==> src/rtl/trap_ctrl_pkg.sv <==
// Shared types, CSR addresses, interrupt codes and mstatus update helpers for trap_ctrl.
package trap_ctrl_pkg;

    localparam int unsigned CSR_XLEN = 64;
    localparam int unsigned CSR_AW   = 12;
    localparam int unsigned CODE_W   = 6;

    localparam logic [CSR_AW-1:0] CSR_MSTATUS = 12'h300;
    localparam logic [CSR_AW-1:0] CSR_MIE     = 12'h304;
    localparam logic [CSR_AW-1:0] CSR_MTVEC   = 12'h305;
    localparam logic [CSR_AW-1:0] CSR_MEPC    = 12'h341;
    localparam logic [CSR_AW-1:0] CSR_MCAUSE  = 12'h342;
    localparam logic [CSR_AW-1:0] CSR_MTVAL   = 12'h343;
    localparam logic [CSR_AW-1:0] CSR_MIP     = 12'h344;

    localparam logic [CODE_W-1:0] IRQ_MEI = 6'd11;
    localparam logic [CODE_W-1:0] IRQ_MSI = 6'd3;
    localparam logic [CODE_W-1:0] IRQ_MTI = 6'd7;

    localparam int unsigned MSTATUS_MIE    = 3;
    localparam int unsigned MSTATUS_MPIE   = 7;
    localparam int unsigned MSTATUS_MPP_LO = 11;
    localparam int unsigned MSTATUS_MPP_HI = 12;

    localparam logic [1:0] PRIV_M    = 2'b11;
    localparam logic [1:0] PRIV_RSVD = 2'b10;

    typedef enum logic [2:0] {
        IDLE, FLUSH, W_EPC, W_CAUSE, W_TVAL, W_STATUS, W_MRET, REDIRECT
    } trap_state_t;

    typedef enum logic [1:0] {
        EXC, IRQ, MRET
    } trap_kind_t;

    typedef struct packed {
        logic [1:0]          mode;
        logic [CSR_XLEN-1:0] mstatus;
        logic [CSR_XLEN-1:0] mie;
        logic [CSR_XLEN-1:0] mtvec;
        logic [CSR_XLEN-1:0] mepc;
        logic [CSR_XLEN-1:0] mip;
    } csrs_t;

    // mstatus image written on trap entry: stack MIE into MPIE, disable, record prior mode.
    function automatic logic [CSR_XLEN-1:0] trap_mstatus(input logic [CSR_XLEN-1:0] mstatus,
                                                         input logic [1:0]          mode);
        logic [CSR_XLEN-1:0] s;
        s = mstatus;
        s[MSTATUS_MPIE] = mstatus[MSTATUS_MIE];
        s[MSTATUS_MIE]  = 1'b0;
        s[MSTATUS_MPP_HI:MSTATUS_MPP_LO] = mode;
        return s;
    endfunction

    // mstatus image written on mret: restore MIE from MPIE, then MPIE=1, MPP=0.
    function automatic logic [CSR_XLEN-1:0] mret_mstatus(input logic [CSR_XLEN-1:0] mstatus);
        logic [CSR_XLEN-1:0] s;
        s = mstatus;
        s[MSTATUS_MIE]  = mstatus[MSTATUS_MPIE];
        s[MSTATUS_MPIE] = 1'b1;
        s[MSTATUS_MPP_HI:MSTATUS_MPP_LO] = 2'b00;
        return s;
    endfunction

endpackage

==> src/rtl/trap_ctrl_irq_prio.sv <==
// Fixed-priority machine interrupt selector: MEI > MSI > MTI.
module trap_ctrl_irq_prio
    import trap_ctrl_pkg::*;
#(
    parameter int unsigned XLEN = 64
) (
    input  logic [XLEN-1:0]   irq_pend,
    output logic              valid_c,
    output logic [CODE_W-1:0] code_c
);

    always_comb begin
        valid_c = 1'b0;
        code_c  = '0;
        if (irq_pend[IRQ_MEI]) begin
            valid_c = 1'b1;
            code_c  = IRQ_MEI;
        end else if (irq_pend[IRQ_MSI]) begin
            valid_c = 1'b1;
            code_c  = IRQ_MSI;
        end else if (irq_pend[IRQ_MTI]) begin
            valid_c = 1'b1;
            code_c  = IRQ_MTI;
        end
    end

    // Only the three standard machine interrupt lines participate.
    logic unused_bits;
    assign unused_bits = ^{irq_pend[XLEN-1:12], irq_pend[10:8], irq_pend[6:4], irq_pend[2:0]};

endmodule

==> src/rtl/trap_ctrl.sv <==
// Machine-mode trap entry / mret sequencer: drain, write CSRs one per cycle, redirect fetch.
// Optional: define TRAP_VECTORED_EN to honour vectored mtvec mode for interrupts.
module trap_ctrl
    import trap_ctrl_pkg::*;
#(
    parameter int unsigned XLEN       = 64,
    parameter logic [1:0]  RESET_MODE = 2'b11
) (
    input  logic              clk,
    input  logic              reset,
    input  csrs_t             csr_i,
    input  logic              commit_valid,
    input  logic [XLEN-1:0]   commit_pc,
    input  logic              exc_valid,
    input  logic [CODE_W-1:0] exc_cause,
    input  logic [XLEN-1:0]   exc_tval,
    input  logic              mret_valid,
    output logic              busy,
    output logic              flush_req,
    input  logic              flush_ack,
    output logic              csr_we,
    output logic [CSR_AW-1:0] csr_addr,
    output logic [XLEN-1:0]   csr_wdata,
    output logic              mode_we,
    output logic [1:0]        mode_wdata,
    output logic              redirect_valid,
    output logic [XLEN-1:0]   redirect_pc
);

    trap_state_t       state_q, state_d;
    trap_kind_t        kind_q, kind_d;
    logic [XLEN-1:0]   epc_q, epc_d;
    logic [XLEN-1:0]   cause_q, cause_d;
    logic [XLEN-1:0]   tval_q, tval_d;

    logic [XLEN-1:0]   irq_pend;
    logic              irq_valid;
    logic [CODE_W-1:0] irq_code;
    logic [XLEN-1:0]   trap_base;
    logic [XLEN-1:0]   trap_target;
    logic [1:0]        mpp;

    assign irq_pend = csr_i.mip & csr_i.mie & {XLEN{csr_i.mstatus[MSTATUS_MIE]}};

    trap_ctrl_irq_prio #(.XLEN(XLEN)) u_irq_prio (
        .irq_pend (irq_pend),
        .valid_c  (irq_valid),
        .code_c   (irq_code)
    );

    always_ff @(posedge clk) begin
        if (reset) begin
            state_q <= IDLE;
            kind_q  <= EXC;
            epc_q   <= '0;
            cause_q <= '0;
            tval_q  <= '0;
        end else begin
            state_q <= state_d;
            kind_q  <= kind_d;
            epc_q   <= epc_d;
            cause_q <= cause_d;
            tval_q  <= tval_d;
        end
    end

    // Next state and event capture; commit inputs are only looked at in IDLE.
    always_comb begin
        state_d = state_q;
        kind_d  = kind_q;
        epc_d   = epc_q;
        cause_d = cause_q;
        tval_d  = tval_q;
        case (state_q)
            IDLE: begin
                if (commit_valid) begin
                    if (exc_valid) begin
                        state_d = FLUSH;
                        kind_d  = EXC;
                        epc_d   = commit_pc;
                        cause_d = XLEN'(exc_cause);
                        tval_d  = exc_tval;
                    end else if (mret_valid) begin
                        state_d = FLUSH;
                        kind_d  = MRET;
                        epc_d   = commit_pc;
                        cause_d = '0;
                        tval_d  = '0;
                    end else if (irq_valid) begin
                        state_d = FLUSH;
                        kind_d  = IRQ;
                        epc_d   = commit_pc;
                        cause_d = {1'b1, {(XLEN-1-CODE_W){1'b0}}, irq_code};
                        tval_d  = '0;
                    end
                end
            end
            FLUSH: begin
                if (flush_ack) begin
                    state_d = (kind_q == MRET) ? W_MRET : W_EPC;
                end
            end
            W_EPC:    state_d = W_CAUSE;
            W_CAUSE:  state_d = W_TVAL;
            W_TVAL:   state_d = W_STATUS;
            W_STATUS: state_d = REDIRECT;
            W_MRET:   state_d = REDIRECT;
            REDIRECT: state_d = IDLE;
            default:  state_d = IDLE;
        endcase
    end

    assign trap_base = {csr_i.mtvec[XLEN-1:2], 2'b00};
    assign mpp       = csr_i.mstatus[MSTATUS_MPP_HI:MSTATUS_MPP_LO];

    always_comb begin
        trap_target = trap_base;
`ifdef TRAP_VECTORED_EN
        if (kind_q == IRQ && csr_i.mtvec[1:0] == 2'b01) begin
            trap_target = trap_base + XLEN'({cause_q[CODE_W-1:0], 2'b00});
        end
`endif
    end

    // Moore output decode: every strobe is tied to exactly one state.
    always_comb begin
        busy           = (state_q != IDLE);
        flush_req      = 1'b0;
        csr_we         = 1'b0;
        csr_addr       = '0;
        csr_wdata      = '0;
        mode_we        = 1'b0;
        mode_wdata     = 2'b00;
        redirect_valid = 1'b0;
        redirect_pc    = '0;
        case (state_q)
            FLUSH: flush_req = 1'b1;
            W_EPC: begin
                csr_we    = 1'b1;
                csr_addr  = CSR_MEPC;
                csr_wdata = {epc_q[XLEN-1:2], 2'b00};
            end
            W_CAUSE: begin
                csr_we    = 1'b1;
                csr_addr  = CSR_MCAUSE;
                csr_wdata = cause_q;
            end
            W_TVAL: begin
                csr_we    = 1'b1;
                csr_addr  = CSR_MTVAL;
                csr_wdata = tval_q;
            end
            W_STATUS: begin
                csr_we     = 1'b1;
                csr_addr   = CSR_MSTATUS;
                csr_wdata  = trap_mstatus(csr_i.mstatus, csr_i.mode);
                mode_we    = 1'b1;
                mode_wdata = PRIV_M;
            end
            W_MRET: begin
                csr_we     = 1'b1;
                csr_addr   = CSR_MSTATUS;
                csr_wdata  = mret_mstatus(csr_i.mstatus);
                mode_we    = 1'b1;
                mode_wdata = (mpp == PRIV_RSVD) ? RESET_MODE : mpp;
            end
            REDIRECT: begin
                redirect_valid = 1'b1;
                redirect_pc    = (kind_q == MRET) ? csr_i.mepc : trap_target;
            end
            default: ;
        endcase
    end

    logic unused_bits;
`ifdef TRAP_VECTORED_EN
    assign unused_bits = ^epc_q[1:0];
`else
    assign unused_bits = ^{epc_q[1:0], csr_i.mtvec[1:0]};
`endif

endmodule

==> config.mk <==
export PLATFORM = sky130hd
export DESIGN_NAME = trap_ctrl
export DESIGN_NICKNAME = d
export VERILOG_FILES = /design/src/rtl/trap_ctrl_pkg.sv /design/src/rtl/trap_ctrl_irq_prio.sv /design/src/rtl/trap_ctrl.sv
export SDC_FILE = /design/constraint.sdc
export NUM_CORES = 1
export LEC_CHECK = 0
export BUFFER_PORTS_ARGS = -buffer_cell sky130_fd_sc_hd__buf_2
export CAP_MARGIN = 25
export CORE_AREA = 10 10 231 233
export DETAILED_ROUTE_END_ITERATION = 10
export DIE_AREA = 0 0 241 243
export PLACE_DENSITY = 0.42
export SETUP_SLACK_MARGIN = 0.15
export SKIP_CTS_REPAIR_TIMING = 1
export SYNTH_ARGS = -nofsm -noshare
export SYNTH_HDL_FRONTEND = slang
export SYNTH_SLANG_ARGS = --single-unit
export TNS_END_PERCENT = 10
==> constraint.sdc <==
create_clock -name clk -period 2.66 [get_ports clk]
set_input_delay 0.133 -clock clk [delete_from_list [all_inputs] [get_ports clk]]
set_output_delay 0.133 -clock clk [all_outputs]
set_load 0.01 [all_outputs]
==> flow_summary.ini, run 1 <==
[run_status]
outcome = finished, violations left
failed_checks = negative hold slack

[setup_path]
crit_type = flip-flop to output pin
max_stage_delay_ns = 0.42
crit_chain = buf_4 -> nor2b_2 -> buf_4 -> a22o_1 -> nand2_1 -> o21ai_0 -> buf_2
slowest_stage = buf_4
start_kind = flip-flop
crit_arrival_ns = 2.33
endpoint_kind = output pin
cp_common_cell = buf_4
path_max_fanout = 42
required_ns = 2.53

[final_layout]
area_growth_pct = 62.06
final_layout_size_suffix_gt1_share_pct = 33.76
fin_util_pct = 27.02
fin_nets = 2238

[placed_design]
io_buffers = 475
dp_hpwl_um = 37150
globalplace.congestion = 0.9820
post-place-ws_ns = 0.3822

[synthesis]
ys_types = 34
synth_top_area_share_pct = 33.82
synthArstFlopShare_pct = 0
synth_most_common_cell = nand2_1
synthFlopType = dfxtp_1
synth_edf_count = 0
ys_warn_count = 0
syn_area_per_cell_um2 = 6.562
syn_area_um2 = 8110
ys_top_cells_by_count = nand2_1, a21oi_1, dfxtp_1
syn_inst = 1236
synth-seq-cells = 137
synth.area.top_cells = dfxtp_1, nand2_1, a21oi_1
ys_seq_area_share_pct = 33.82
synth_top_cell_by_area = dfxtp_1

[power]
pwr-share-seq_pct = 36.2
p_leak_nw = 5.856
p_per_area_nw_per_um2 = 475.4
power_frac_clock_pct = 40.1
switching_power_mw = 1.896
p_int_mw = 4.353
combPwrFrac_pct = 23.6
sw_frac_of_total_pct = 30.34
ir_drop_v = 0.0004356

[cts]
insertion_delay_ns = 0.45
numClockSinks = 137
clockBufferDepth = 2
path_clk_slew_ns = 0.06
root_buffer = clkbuf_16
cts_tree = built
cts_buffers = 17
cts_max_level = 4

[sta]
hold_viol = 1
min_period_ns = 2.467
slew_headroom_pct = 51.15
whs_ns = -0.02066
tns_ns = 0
skew_ns = 0.009897
grt_setup_unrepaired = true
min_period_over_period_pct = 92.75
finalSetupViolations = 0
worst_pin_slew_ns = 0.7327
report.final.slew_viol_count = 0
fmax_ghz = 0.4053
fin_ws_ns = 0.1928

[route]
wl_per_cell_um = 20.17
top_layer = met5
firstDrtPassIters = 4
num_vias = 10620
drt-total-wl_um = 48760
via_per_inst = 4.393
drt.antenna.violating_nets = 0
dr_wl_met3_um = 4298
drc = 0
m1WireLength_um = 18550
dr_wl_met2_um = 23640
drt_iter0_drc = 384

[global_routing]
grt_pass1_wl_um = 67880
grtUsageTotal_pct = 15.55
overflow = 0
antenna_found_initial = 12
grt_pass1_vias = 10190
grt_start_max_net_pins = 138

[floorplan]
core_um2 = 48650
io_pins = 609
start_util_pct = 16.67
floorplan.rows = 81
die_w_um = 241
fp.dieH_um = 243
dieArea_um2 = 58560

[run]
drv_cap = 0

[worst_hold_path]
hp-class = input port to flip-flop
-- registers in the layout, summed over array words and instances (netlist names) --
register  count
tval_q       64
cause_q       6
epc_q        62
kind_q        2
state_q       3
-- layout make-up --
class | count | area (um2)
sequential | 137 | 2754
tap | 622 | 778.2
clock buffer | 22 | 495.5
inverter | 2 | 7.507
clock inverter | 10 | 113.9
fill | 5519 | 35500
timing repair buffer | 638 | 4086
antenna | 6 | 15.01
multi-input combinational | 980 | 4893
-- worst max-delay path: cells and delay by family (launching register included) --
kind                   cells  cell delay [ns]
AND/OR/NAND/NOR            2             0.22
flip-flops                 1             0.37
buffers and inverters      3             0.84
AO/OA/AOI/OAI              2             0.40
-- path summary, 6_finish.rpt --
path / start / end / slack [ns] / depth (start not counted)
min reg2reg: tval_q[23] / tval_q[23] / 0.45 / 2
max reg2reg: state_q[1] / tval_q[14] / 0.36 / 6
min: exc_cause[3] / cause_q[3] / -0.02 / 3
max: state_q[2] / csr_wdata[1] / 0.19 / 7
-- logic make-up after synthesis --
| group | after synthesis | synth area share (%) |
|---|---|---|
| simple gates | 565 | 27.95 |
| other cells | 1 | 0.04624 |
| compound gates | 340 | 22.42 |
| mux | 68 | 9.225 |
| flops | 137 | 33.82 |
| buf+inv | 125 | 6.541 |
-- cell usage in the layout, fill, tap and decap left out, types with 6 or more instances in the layout --
cell type,n
nor2_1,50
dfxtp_1,134
nor3_1,6
buf_2,474
dlygate4sd3_1,130
buf_12,12
mux2i_1,14
o21ai_0,65
clkbuf_16,18
buf_4,20
a21oi_1,236
conb_1,7
mux2_2,54
nand2_1,421
a22oi_1,18
nand3_1,68
diode_2,6
-- stage by stage --
stage	instance area, um2	instances	power (mW)
after floorplan	8133	1242	3.010
after global placement	11210	2249	3.630
after detailed placement	11210	2249	3.644
after CTS	11820	2281	6.208
after global routing	13140	2416	6.585
final	13140	2417	6.249
-- power by group through the flow --
stage / sequential, mW / combinational, mW / clock, mW
floorplan: 2.28 / 0.732 / 0
global placement: 2.30 / 1.33 / 0
detailed placement: 2.31 / 1.34 / 0
CTS: 2.26 / 1.34 / 2.61
global route: 2.28 / 1.63 / 2.68
finish: 2.26 / 1.48 / 2.51
-- per-layer routing --
layer / vias to the layer above / GRT usage (%)
met5: - / 0
met4: 12 / 8.230
met3: 67 / 6.040
met2: 392 / 26.59
met1: 4919 / 16.12
li1: 5227 / -
(Power assumes the default switching activity.)
==> run 2: changes to the inputs <==
--- a/config.mk
+++ b/config.mk
@@ -10,10 +10,10 @@
 export CORE_AREA = 10 10 231 233
 export DETAILED_ROUTE_END_ITERATION = 10
 export DIE_AREA = 0 0 241 243
+export GPL_TIMING_DRIVEN = 0
 export PLACE_DENSITY = 0.42
 export SETUP_SLACK_MARGIN = 0.15
 export SKIP_CTS_REPAIR_TIMING = 1
 export SYNTH_ARGS = -nofsm -noshare
 export SYNTH_HDL_FRONTEND = slang
 export SYNTH_SLANG_ARGS = --single-unit
-export TNS_END_PERCENT = 10
==> flow_summary.ini, run 2 (synthesized netlist as in run 1, its figures left out) <==
[final_layout]
final_layout_size_suffix_gt1_share_pct = 35.66
nFillCells = 5546
final_common_cell = buf_2
fin_area_um2 = 13490
top_regs = tval_q x64, epc_q x62, cause_q x6
fin_util_pct = 27.73
largest_reg_flops = 64
area_growth_pct = 66.31
mostFrequentLayoutCells = buf_2, nand2_1, a21oi_1, dfxtp_1, dlygate4sd3_1
largest-register = tval_q
fin_nets = 2325
final_cell_count_no_fill = 2505

[cts]
path_clk_slew_ns = 0.06
numClockSinks = 137
cts_tree = built
insertion_delay_ns = 0.44
cts_buffers = 17
cts_max_level = 4
root_buffer = clkbuf_16
clockBufferDepth = 2

[floorplan]
die_w_um = 241
core_um2 = 48650
start_util_pct = 16.67
floorplan.rows = 81
fp.dieH_um = 243
io_pins = 609
dieArea_um2 = 58560

[sta]
whs_ns = -0.007624
report.final.slew_viol_count = 0
fin_ws_ns = 0.2273
grt_setup_unrepaired = true
min_period_over_period_pct = 91.46
skew_ns = 0.008919
hold_viol = 3
worst_pin_slew_ns = 0.9665
slew_headroom_pct = 35.57
min_period_ns = 2.433
fmax_ghz = 0.4111
finalSetupViolations = 0

[route]
firstDrtPassIters = 5
drt_iter0_drc = 483
drt.antenna.violating_nets = 0
wl_per_cell_um = 23.48
via_per_inst = 4.464
drt-total-wl_um = 58810
num_vias = 11180
drc = 0

[placed_design]
dp_cells = 2339
place_area_um2 = 11290
dp_hpwl_um = 48000
io_buffers = 474
post-place-ws_ns = -0.8635
globalplace.congestion = 0.9905

[global_routing]
grt_pass1_vias = 10860
overflow = 0
grt_start_max_net_pins = 17
grtUsageTotal_pct = 18.75
grt_pass1_wl_um = 78870
antenna_found_initial = 15

[setup_path]
required_ns = 2.53
path_max_fanout = 10
crit_arrival_ns = 2.30
crit_chain = clkbuf_2 -> buf_1 -> a21oi_1 -> o21ai_0 -> buf_2
endpoint_kind = output pin
slowest_stage = buf_1
start_kind = flip-flop
max_stage_delay_ns = 0.60
crit_type = flip-flop to output pin

[power]
p_per_area_nw_per_um2 = 492.1
ir_drop_v = 0.0004338
p_total_mw = 6.637
p_leak_nw = 6.078

[run_status]
failed_checks = negative hold slack
outcome = finished, violations left

[run]
drv_cap = 0

[worst_hold_path]
hp-class = input port to flip-flop
run 2: worst max-delay path, delay by kind of cell, from the launching register on:
family | cells | cell delay [ns]
compound gates | 2 | 0.33
buf+inv | 3 | 1.12
flops | 1 | 0.42
run 2: layout make-up:
cell class	count	area, um2	share of cell area [%]
diodes	7	17.52	0.1299
plain buffers	123	700.7	5.195
clock buffers	18	439.2	3.256
clock inverters	14	220.2	1.633
inverters	2	11.26	0.08349
multi-input cells	981	4943	36.65
flip-flops and latches	137	2743	20.33
well taps	622	778.2	5.770
repair buffers	601	3635	26.95
run 2: where the power goes:
part / leakage, nW / switching [mW] / total (mW) / internal [mW]
registers: 1.12 / 0.0737 / 2.26 / 2.19
logic: 4.64 / 0.958 / 1.64 / 0.682
clock network: 0.321 / 1.04 / 2.74 / 1.70
run 2: final timing paths:
kind	from	endpoint	slack [ns]	cells after the start
setup reg to reg	state_q[1]	kind_q[1]	0.29	9
setup / recovery	state_q[2]	csr_wdata[62]	0.23	5
hold / removal	exc_tval[26]	tval_q[26]	-0.008	3
hold reg to reg	tval_q[33]	tval_q[33]	0.45	2
run 2: metrics by stage:
stage	TNS, ns	hold WS, ns
finish	0	-0.007624
global route	0	0.002196
CTS	-153.52	-0.09325
detailed placement	-82.97	0.3826
global placement	-98.13	0.3780
floorplan	0	0.2690
run 2: metal layers:
layer / share of wire (%) / wire length, um / GRT usage, %
met4: 3.9 / 2315 / 7.472
met3: 7.9 / 4653 / 6.346
met1: 39 / 23190 / 20.18
met2: 49 / 28550 / 32.95
met5: 0.19 / 110 / 0
==> run 3: changes to the inputs <==
--- a/config.mk
+++ b/config.mk
@@ -5,13 +5,14 @@
 export SDC_FILE = /design/constraint.sdc
 export NUM_CORES = 1
 export LEC_CHECK = 0
-export BUFFER_PORTS_ARGS = -buffer_cell sky130_fd_sc_hd__buf_2
 export CAP_MARGIN = 25
 export CORE_AREA = 10 10 231 233
+export CTS_BUF_LIST = sky130_fd_sc_hd__clkbuf_2
 export DETAILED_ROUTE_END_ITERATION = 10
 export DIE_AREA = 0 0 241 243
+export DONT_BUFFER_PORTS = 1
 export GPL_TIMING_DRIVEN = 0
-export PLACE_DENSITY = 0.42
+export PLACE_DENSITY = 0.31
 export SETUP_SLACK_MARGIN = 0.15
 export SKIP_CTS_REPAIR_TIMING = 1
 export SYNTH_ARGS = -nofsm -noshare
==> flow_summary.ini, run 3 (synthesized netlist as in run 1, its figures left out) <==
[global_routing]
grt_start_max_net_pins = 17
gr-usage-met3_pct = 6.867
overflow = 0
antenna_found_initial = 1
gr-usage-met1_pct = 18.51
met2_usage_pct = 32.70
grt_pass1_wl_um = 74280
grtUsageTotal_pct = 18.30
busiest_layer = met2
grt_pass1_vias = 8874

[cts]
clockBufferDepth = 2
path_clk_slew_ns = 0.22
insertion_delay_ns = 0.86
cts_max_level = 4
numClockSinks = 137
cts_buffers = 17
cts_tree = built
root_buffer = clkbuf_2

[floorplan]
dieArea_um2 = 58560
die_w_um = 241
fp.dieH_um = 243
core_um2 = 48650
io_pins = 609
start_util_pct = 16.67
floorplan.rows = 81

[final_layout]
final_common_cell = nand2_1
top_regs = tval_q x64, epc_q x62, cause_q x6
mostFrequentLayoutCells = nand2_1, dlygate4sd3_1, a21oi_1, dfxtp_1, nand3_1
area_growth_pct = 67.60
final_layout_size_suffix_gt1_share_pct = 21.57
largest_reg_flops = 64
fin_area_um2 = 13590
largest-register = tval_q
fin_nets = 2026
fin_util_pct = 27.94

[setup_path]
crit_chain = buf_8 -> buf_12 -> buf_12 -> nand3_4 -> clkinvlp_4 -> nor2_4 -> buf_8
path_max_fanout = 7
crit_type = flip-flop to output pin
start_kind = flip-flop
rr_worst_depth = 9
max_stage_delay_ns = 0.41
r2r-end = tval_q[7]
crit_arrival_ns = 2.70
startpoint = state_q[1]
required_ns = 2.53
endpoint_kind = output pin
endpoint = csr_addr[9]
r2r-start = state_q[1]
rrSetupSlack_ns = 0.24
slowest_stage = clkinvlp_4

[sta]
report.final.slew_viol_count = 0
min_period_ns = 2.834
slew_headroom_pct = 37.54
skew_ns = 0.02937
fin_ws_ns = -0.1736
tns_ns = -1.630
whs_ns = 0.07685
hold_viol = 0
fmax_ghz = 0.3529
grt_setup_unrepaired = true
finalSetupViolations = 20
min_period_over_period_pct = 106.5
worst_pin_slew_ns = 0.9369

[route]
drt-total-wl_um = 59130
firstDrtPassIters = 5
wl_per_cell_um = 26.89
drt_iter0_drc = 417
num_vias = 10090
drc = 0
drt.antenna.violating_nets = 0
via_per_inst = 4.589

[run_status]
outcome = finished, violations left
failed_checks = negative setup slack

[power]
p_leak_nw = 4.822
ir_drop_v = 0.0002370
p_per_area_nw_per_um2 = 406.8

[worst_hold_path]
hp-class = input port to flip-flop
min_from = exc_cause[3]

[placed_design]
place_area_um2 = 8919
post-place-ws_ns = -1.047
dp_hpwl_um = 46010
globalplace.congestion = 0.9577
io_buffers = 0

[run]
drv_cap = 0
-- run 3: cell types whose count changed in the layout (fill, tap and decap cells not counted), moves of 38 or more --
cell / change
buf_2: -467
dlygate4sd3_1: +151
a21oi_1: -59
a21oi_4: +57
o21ai_0: -52
o21ai_2: +38
-- run 3: routing by layer --
metal | wire length (um) | vias up | part of all wire, %
li1 | - | 4802 | -
met1 | 21930 | 4832 | 37
met2 | 29790 | 398 | 50
met3 | 4912 | 60 | 8.3
met4 | 2505 | 0 | 4.2
met5 | 0 | - | 0
-- run 3: layout make-up --
cell class	count	area, um2
clock inverters	9	148.9
inverters	2	11.26
diodes	1	2.502
well taps	622	778.2
fillers	5332	35050
repair buffers	302	3015
plain buffers	123	942.2
multi-input cells	981	5833
clock buffers	22	110.1
flip-flops and latches	137	2751
-- run 3: how the worst min path moves through the flow --
stage	to	slack [ns]	cells after the start
after global routing	cause_q[3]	0.02	3
after global placement	epc_q[15]	0.27	2
after detailed placement	epc_q[56]	0.28	2
after CTS	epc_q[24]	-0.79	2
after floorplan	epc_q[10]	0.27	2
final	cause_q[3]	0.08	3
-- run 3: per-stage QoR --
stage	instances	power [mW]
2_1_floorplan	1242	3.010
3_3_place_gp	1864	3.466
3_5_place_dp	1865	3.472
4_1_cts	1896	5.059
5_1_grt	2199	5.853
6_report	2199	5.530
-- run 3: power by group --
group	switching, mW	total, mW	internal, mW
clock network	0.905	1.53	0.626
logic	1.01	1.73	0.719
registers	0.0761	2.27	2.19
total	1.99	5.53	3.54
-- run 3: worst max-delay path, delay by kind of cell, from the launching register on --
kind / cells / cell delay [ns]
flip-flops: 1 / 0.37
AND/OR/NAND/NOR: 2 / 0.48
buffers and inverters: 5 / 0.95
